===== src/rtl/fifo_pkg.sv =====
// Shared width derivation and parameter legality checks for the synchronous FIFO.
// Pointers carry one wrap bit above the address, so count and pointer widths match.
package fifo_pkg;

   function automatic int addr_w(input int depth);
      return (depth > 1) ? $clog2(depth) : 1;
   endfunction

   function automatic int cnt_w(input int depth);
      return addr_w(depth) + 1;
   endfunction

   function automatic bit is_pow2(input int v);
      return (v >= 2) && ((v & (v - 1)) == 0);
   endfunction

   function automatic bit params_ok(input int depth, input int afull_lvl, input int aempty_lvl);
      return is_pow2(depth)
          && (afull_lvl >= 1) && (afull_lvl <= depth)
          && (aempty_lvl >= 0) && (aempty_lvl <= depth - 1);
   endfunction

endpackage


===== src/rtl/fifo_mem_2p.sv =====
// DEPTH x DATA_WIDTH storage: synchronous write, asynchronous read, no reset.
// Read data follows raddr combinationally; the FIFO control registers it.
module fifo_mem_2p #(
   parameter int DATA_WIDTH = 8,
   parameter int DEPTH      = 16,
   parameter int AW         = 4
) (
   input  logic                  clk,
   input  logic                  we,
   input  logic [AW-1:0]         waddr,
   input  logic [DATA_WIDTH-1:0] wdata,
   input  logic [AW-1:0]         raddr,
   output logic [DATA_WIDTH-1:0] rdata
);

   logic [DATA_WIDTH-1:0] mem [DEPTH];

   always_ff @(posedge clk) begin
      if (we) begin
         mem[waddr] <= wdata;
      end
   end

   assign rdata = mem[raddr];

endmodule


===== src/rtl/sync_fifo_param.sv =====
// Synchronous FIFO, registered data_out loaded on rfire; write-to-rrdy latency one edge, no bypass.
// wrdy/rrdy come from the count register only; rejected requests pulse wr_ovf/rd_udf next cycle.
module sync_fifo_param import fifo_pkg::*; #(
   parameter int DATA_WIDTH = 8,
   parameter int DEPTH      = 16,
   parameter int AFULL_LVL  = DEPTH - 2,
   parameter int AEMPTY_LVL = 2
) (
   input  logic                        clk,
   input  logic                        rst,
   input  logic [DATA_WIDTH-1:0]       data_in,
   input  logic                        wput,
   output logic                        wrdy,
   input  logic                        rget,
   output logic                        rrdy,
   output logic [DATA_WIDTH-1:0]       data_out,
   output logic [cnt_w(DEPTH)-1:0]     count,
   output logic                        almost_full,
   output logic                        almost_empty,
   output logic                        wr_ovf,
   output logic                        rd_udf
);

   localparam int AW = addr_w(DEPTH);
   localparam int CW = cnt_w(DEPTH);

   if (!params_ok(DEPTH, AFULL_LVL, AEMPTY_LVL)) begin : g_bad_params
      $error("sync_fifo_param: illegal DEPTH/AFULL_LVL/AEMPTY_LVL combination");
   end

   logic [CW-1:0]         wr_ptr;
   logic [CW-1:0]         rd_ptr;
   logic [AW-1:0]         waddr;
   logic [AW-1:0]         raddr;
   logic [DATA_WIDTH-1:0] rdata;
   logic                  wfire;
   logic                  rfire;

   assign wrdy  = (count != CW'(DEPTH));
   assign rrdy  = (count != '0);
   assign wfire = wput && wrdy;
   assign rfire = rget && rrdy;

   // DEPTH is a power of two, so the modulo reduces to dropping the wrap bit.
   assign waddr = AW'(wr_ptr % CW'(DEPTH));
   assign raddr = AW'(rd_ptr % CW'(DEPTH));

   assign almost_full  = (count >= CW'(AFULL_LVL));
   assign almost_empty = (count <= CW'(AEMPTY_LVL));

   fifo_mem_2p #(
      .DATA_WIDTH (DATA_WIDTH),
      .DEPTH      (DEPTH),
      .AW         (AW)
   ) u_mem (
      .clk   (clk),
      .we    (wfire),
      .waddr (waddr),
      .wdata (data_in),
      .raddr (raddr),
      .rdata (rdata)
   );

   always_ff @(posedge clk or posedge rst) begin
      if (rst) begin
         wr_ptr   <= '0;
         rd_ptr   <= '0;
         count    <= '0;
         data_out <= '0;
         wr_ovf   <= 1'b0;
         rd_udf   <= 1'b0;
      end else begin
         if (wfire) begin
            wr_ptr <= wr_ptr + 1'b1;
         end
         if (rfire) begin
            rd_ptr   <= rd_ptr + 1'b1;
            data_out <= rdata;
         end
         case ({wfire, rfire})
            2'b10:   count <= count + 1'b1;
            2'b01:   count <= count - 1'b1;
            default: count <= count;
         endcase
         wr_ovf <= wput && !wrdy;
         rd_udf <= rget && !rrdy;
      end
   end

endmodule


===== config.mk =====
export PLATFORM = sky130hd
export DESIGN_NAME = sync_fifo_param
export DESIGN_NICKNAME = d
export VERILOG_FILES = /design/src/rtl/fifo_pkg.sv /design/src/rtl/fifo_mem_2p.sv /design/src/rtl/sync_fifo_param.sv
export SDC_FILE = /design/constraint.sdc
export NUM_CORES = 1
export LEC_CHECK = 0
export CAP_MARGIN = 20
export CORE_MARGIN = 3
export CORE_UTILIZATION = 55
export CTS_CLUSTER_SIZE = 24
export DETAILED_ROUTE_END_ITERATION = 6
export PLACE_DENSITY = 0.86
export SLEW_MARGIN = 5
export SYNTH_ARGS = -nofsm -noshare
export SYNTH_HDL_FRONTEND = slang
export SYNTH_HIERARCHICAL = 1
export SYNTH_SLANG_ARGS = --single-unit
export TNS_END_PERCENT = 100

===== constraint.sdc =====
create_clock -name clk -period 3.3 [get_ports clk]
set_input_delay 0.99 -clock clk [delete_from_list [all_inputs] [get_ports clk]]
set_output_delay 0.99 -clock clk [all_outputs]
set_load 0.05 [all_outputs]

==> results.tsv <==
stage	metric	value	unit
grt	remaining global-route overflow	0	
sta	final setup skew	0.00721	ns
detailed_routing	drt total wl	12100	um
yosys	summed instance area of the synthesized netlist	0.00619	mm^2
grt	antenna violations before repair	0	
worst_hold_path	type of the worst min-delay path	reg2reg	
yosys	Avg Synthesized Cell Area	19.6	um^2
clock_network	clk sink count	151	
clock_network	root buffer cell	sky130_fd_sc_hd__clkbuf_16	
floorplanning	die area	0.0126	mm^2
sta	slew at the pin closest to its max-slew limit	0.915	ns
setup_path	type of the worst setup path	reg2out	
power_and_ir_drop	Max rail drop VDD	0.721	mV
sta	shortest period the worst path allows	2.99	ns
sta	final worst hold slack	0.512	ns
setup_path	CP Launch Type	flip-flop	
yosys	total nets after synthesis	334	
clock_network	CTS max path bufs	2	
setup_path	crit path max fanout	6	
sta	Finish-stage setup viols	0	
yosys	Seq/Total Area, Yosys	71.4	%
power_and_ir_drop	P_leak	0.00261	uW
detailed_routing	Iter 0 DRT Violations	322	
floorplanning	die extent in y	112	um
clock_network	post-CTS clock slew at the launch and capture registers of the worst setup and hold paths	0.06	ns
grt	overall global routing resource usage	20.8	%
setup_path	critical path capture point type	primary output	
layout	leading cell types in the layout, fill and taps excluded	sky130_fd_sc_hd__edfxtp_1, sky130_fd_sc_hd__clkdlybuf4s50_1, sky130_fd_sc_hd__dfrtp_1	
clock_network	Skew-Pair Late Insertion Delay	0.41	ns
clock_network	clock tree from TritonCTS	done	
sta	final hold viol count	0	
detailed_routing	vias per inst	6.00	
layout	Syn-to-layout area delta	18.0	%
sta	max frequency	0.335	GHz
sta	sum of negative setup slack	0	ns
place	post-detailed-placement half-perimeter wirelength	7250	um
yosys	top_reg_cell synth	sky130_fd_sc_hd__edfxtp_1	
detailed_routing	Avg WL per Cell	23.1	um
floorplanning	placement row count	38	
setup_path	required time of the critical path	2.31	ns
yosys	post-synthesis sequential element count	151	
floorplanning	core region area	0.0109	mm^2
sta	crit share post-route	90.5	%
detailed_routing	count of unresolved DRC violations after routing	0	
job	max-cap violation count	0	
sta	relative slew slack	38.9	%
yosys	library cells used by synthesis	47	
sta	Pins Over Slew Limit	0	
worst_hold_path	number of instances on the worst hold path	1	
yosys	number of warning messages in the yosys log	6	
layout	# diodes	0	
grt	vias in the first global route	3302	
layout	number of fill cells	685	
yosys	ys async rst share	15.2	%
power_and_ir_drop	Power Density	944	mW/mm^2
yosys	number of synthesized flops with an enable pin	128	
setup_path	worst reg2reg path depth	10	
place	count of buffers from port buffering	30	
layout	storage element area	0.00442	mm^2
floorplanning	starting density of the core	56.6	%
layout	most common cell after layout, fill and taps aside	sky130_fd_sc_hd__edfxtp_1	
status	status	completed	
grt	first-pass GRT wire length	19100	um
detailed_routing	number of iterations in the first detailed-routing pass	5	
layout	Multi-input gate area	0.00163	mm^2
detailed_routing	ANT nets after route	0	
layout	post-layout net count	390	
floorplanning	die width	112	um
setup_path	data arrival at the endpoint of the critical path	2.00	ns
grt	maximum number of pins on one net before global-route repair	36	
layout	share of final-layout standard cells stronger than drive strength 1	22.4	%
clock_network	TritonCTS buffer count	17	
sta	RSZ-0062 raised after global routing	no	
yosys	post-synthesis cell count	315	
floorplanning	num ports	31	
place	gpl congestion	0.813	
clock_network	CTS H-tree depth	4	
detailed_routing	vias after detailed routing	3145	
==> where the power goes <==
group	total (uW)	leakage (uW)	internal (uW)	switching (uW)
clock network	1910	0.000280	1190	722
registers	2620	0.00143	2390	233
logic	2360	0.000898	1010	1350
==> worst paths after layout <==
check                             from          end  slack (ns)
max                           count[2]         rrdy        0.31
min                        data_out[6]  data_out[6]        0.51
max reg2reg                   count[0]     count[4]        0.74
min reg2reg                data_out[6]  data_out[6]        0.51
max in group asynchronous          rst    rd_ptr[0]        1.59
min in group asynchronous          rst  data_out[4]        1.08
==> flip-flops by register name, indices dropped and copies added, names as in the netlist <==
register   cells
count          5
u_mem/mem    128
rd_ptr         4
data_out       8
rd_udf         1
wr_ovf         1
wr_ptr         4
==> kinds of logic (layout without fill, tap and decap cells) <==
group | after synthesis | after routing | share of synthesized area, %
mux | 44 | 44 | 15.1
compound gates | 27 | 27 | 3.32
flops | 151 | 151 | 71.4
fa+ha+maj | 7 | 7 | 1.54
buf+inv | 19 | 88 | 2.22
xor+xnor | 9 | 9 | 1.39
simple gates | 58 | 58 | 5.07
==> synth_stat cells (all sizes together) (2+ instances only) <==
cell	number	area, um^2
mux4	32	773
a22oi	16	120
mux2	10	139
dfrtp	23	576
nand3	3	20.0
xor2	4	35.0
o21ai	3	15.0
nand2b	3	18.8
nand3b	2	15.0
ha	6	75.1
nor2	18	75.1
clkdlybuf4s25	3	30.0
xnor2	5	51.3
inv	7	26.3
nor3	7	46.3
a21boi	2	26.3
nand2	16	62.6
nand4	2	27.5
edfxtp	128	3840
mux2i	2	20.0
buf	9	81.3
nor2b	2	12.5
==> layer usage <==
metal | part of all wire (%) | global-route usage (%) | up-vias
met1 | 38 | 26.7 | 1610
met2 | 52 | 33.1 | 131
li1 | - | - | 1381
met5 | 0 | 0 | -
met3 | 7.3 | 6.20 | 23
met4 | 2.5 | 9.54 | 0
==> per-stage QoR <==
| stage | area, um^2 | total power, uW | utilization, % | worst slack [ns] | std cells |
|---|---|---|---|---|---|
| finish | 7300 | 6890 | 66.8 | 0.313 | 524 |
| global route | 7300 | 7200 | 66.8 | 0.216 | 524 |
| CTS | 7300 | 6940 | 66.8 | 0.0677 | 524 |
| detailed placement | 6710 | 4980 | 61.4 | 0.0550 | 492 |
| global placement | 6710 | 4880 | 61.4 | 0.216 | 492 |
| floorplan | 6190 | 4320 | - | 0.184 | 315 |
==> final cells by class <==
type | count | area share, %
Sequential cell | 151 | 60.5
Multi-Input combinational cell | 145 | 22.4
Timing Repair Buffer | 49 | 6.27
Clock buffer | 20 | 5.98
Tap cell | 140 | 2.40
Clock inverter | 12 | 2.09
Inverter | 7 | 0.360
==> repair_timing <==
item / CTS / global route
setup buffers: 0 / 0
hold buffers: 0 / 0
gates resized for setup: 0 / 1
endpoints found under the setup margin: 0 / 1
hold endpoints to repair: 0 / 0
==> critical path: stages, from the launching register on <==
cell and delay (ns):
sky130_fd_sc_hd__dfrtp_1 0.48, sky130_fd_sc_hd__nor3_4 0.31, sky130_fd_sc_hd__nand2_1 0.09, sky130_fd_sc_hd__clkdlybuf4s50_1 0.70
No activity file was read; power rests on OpenSTA's default activity.
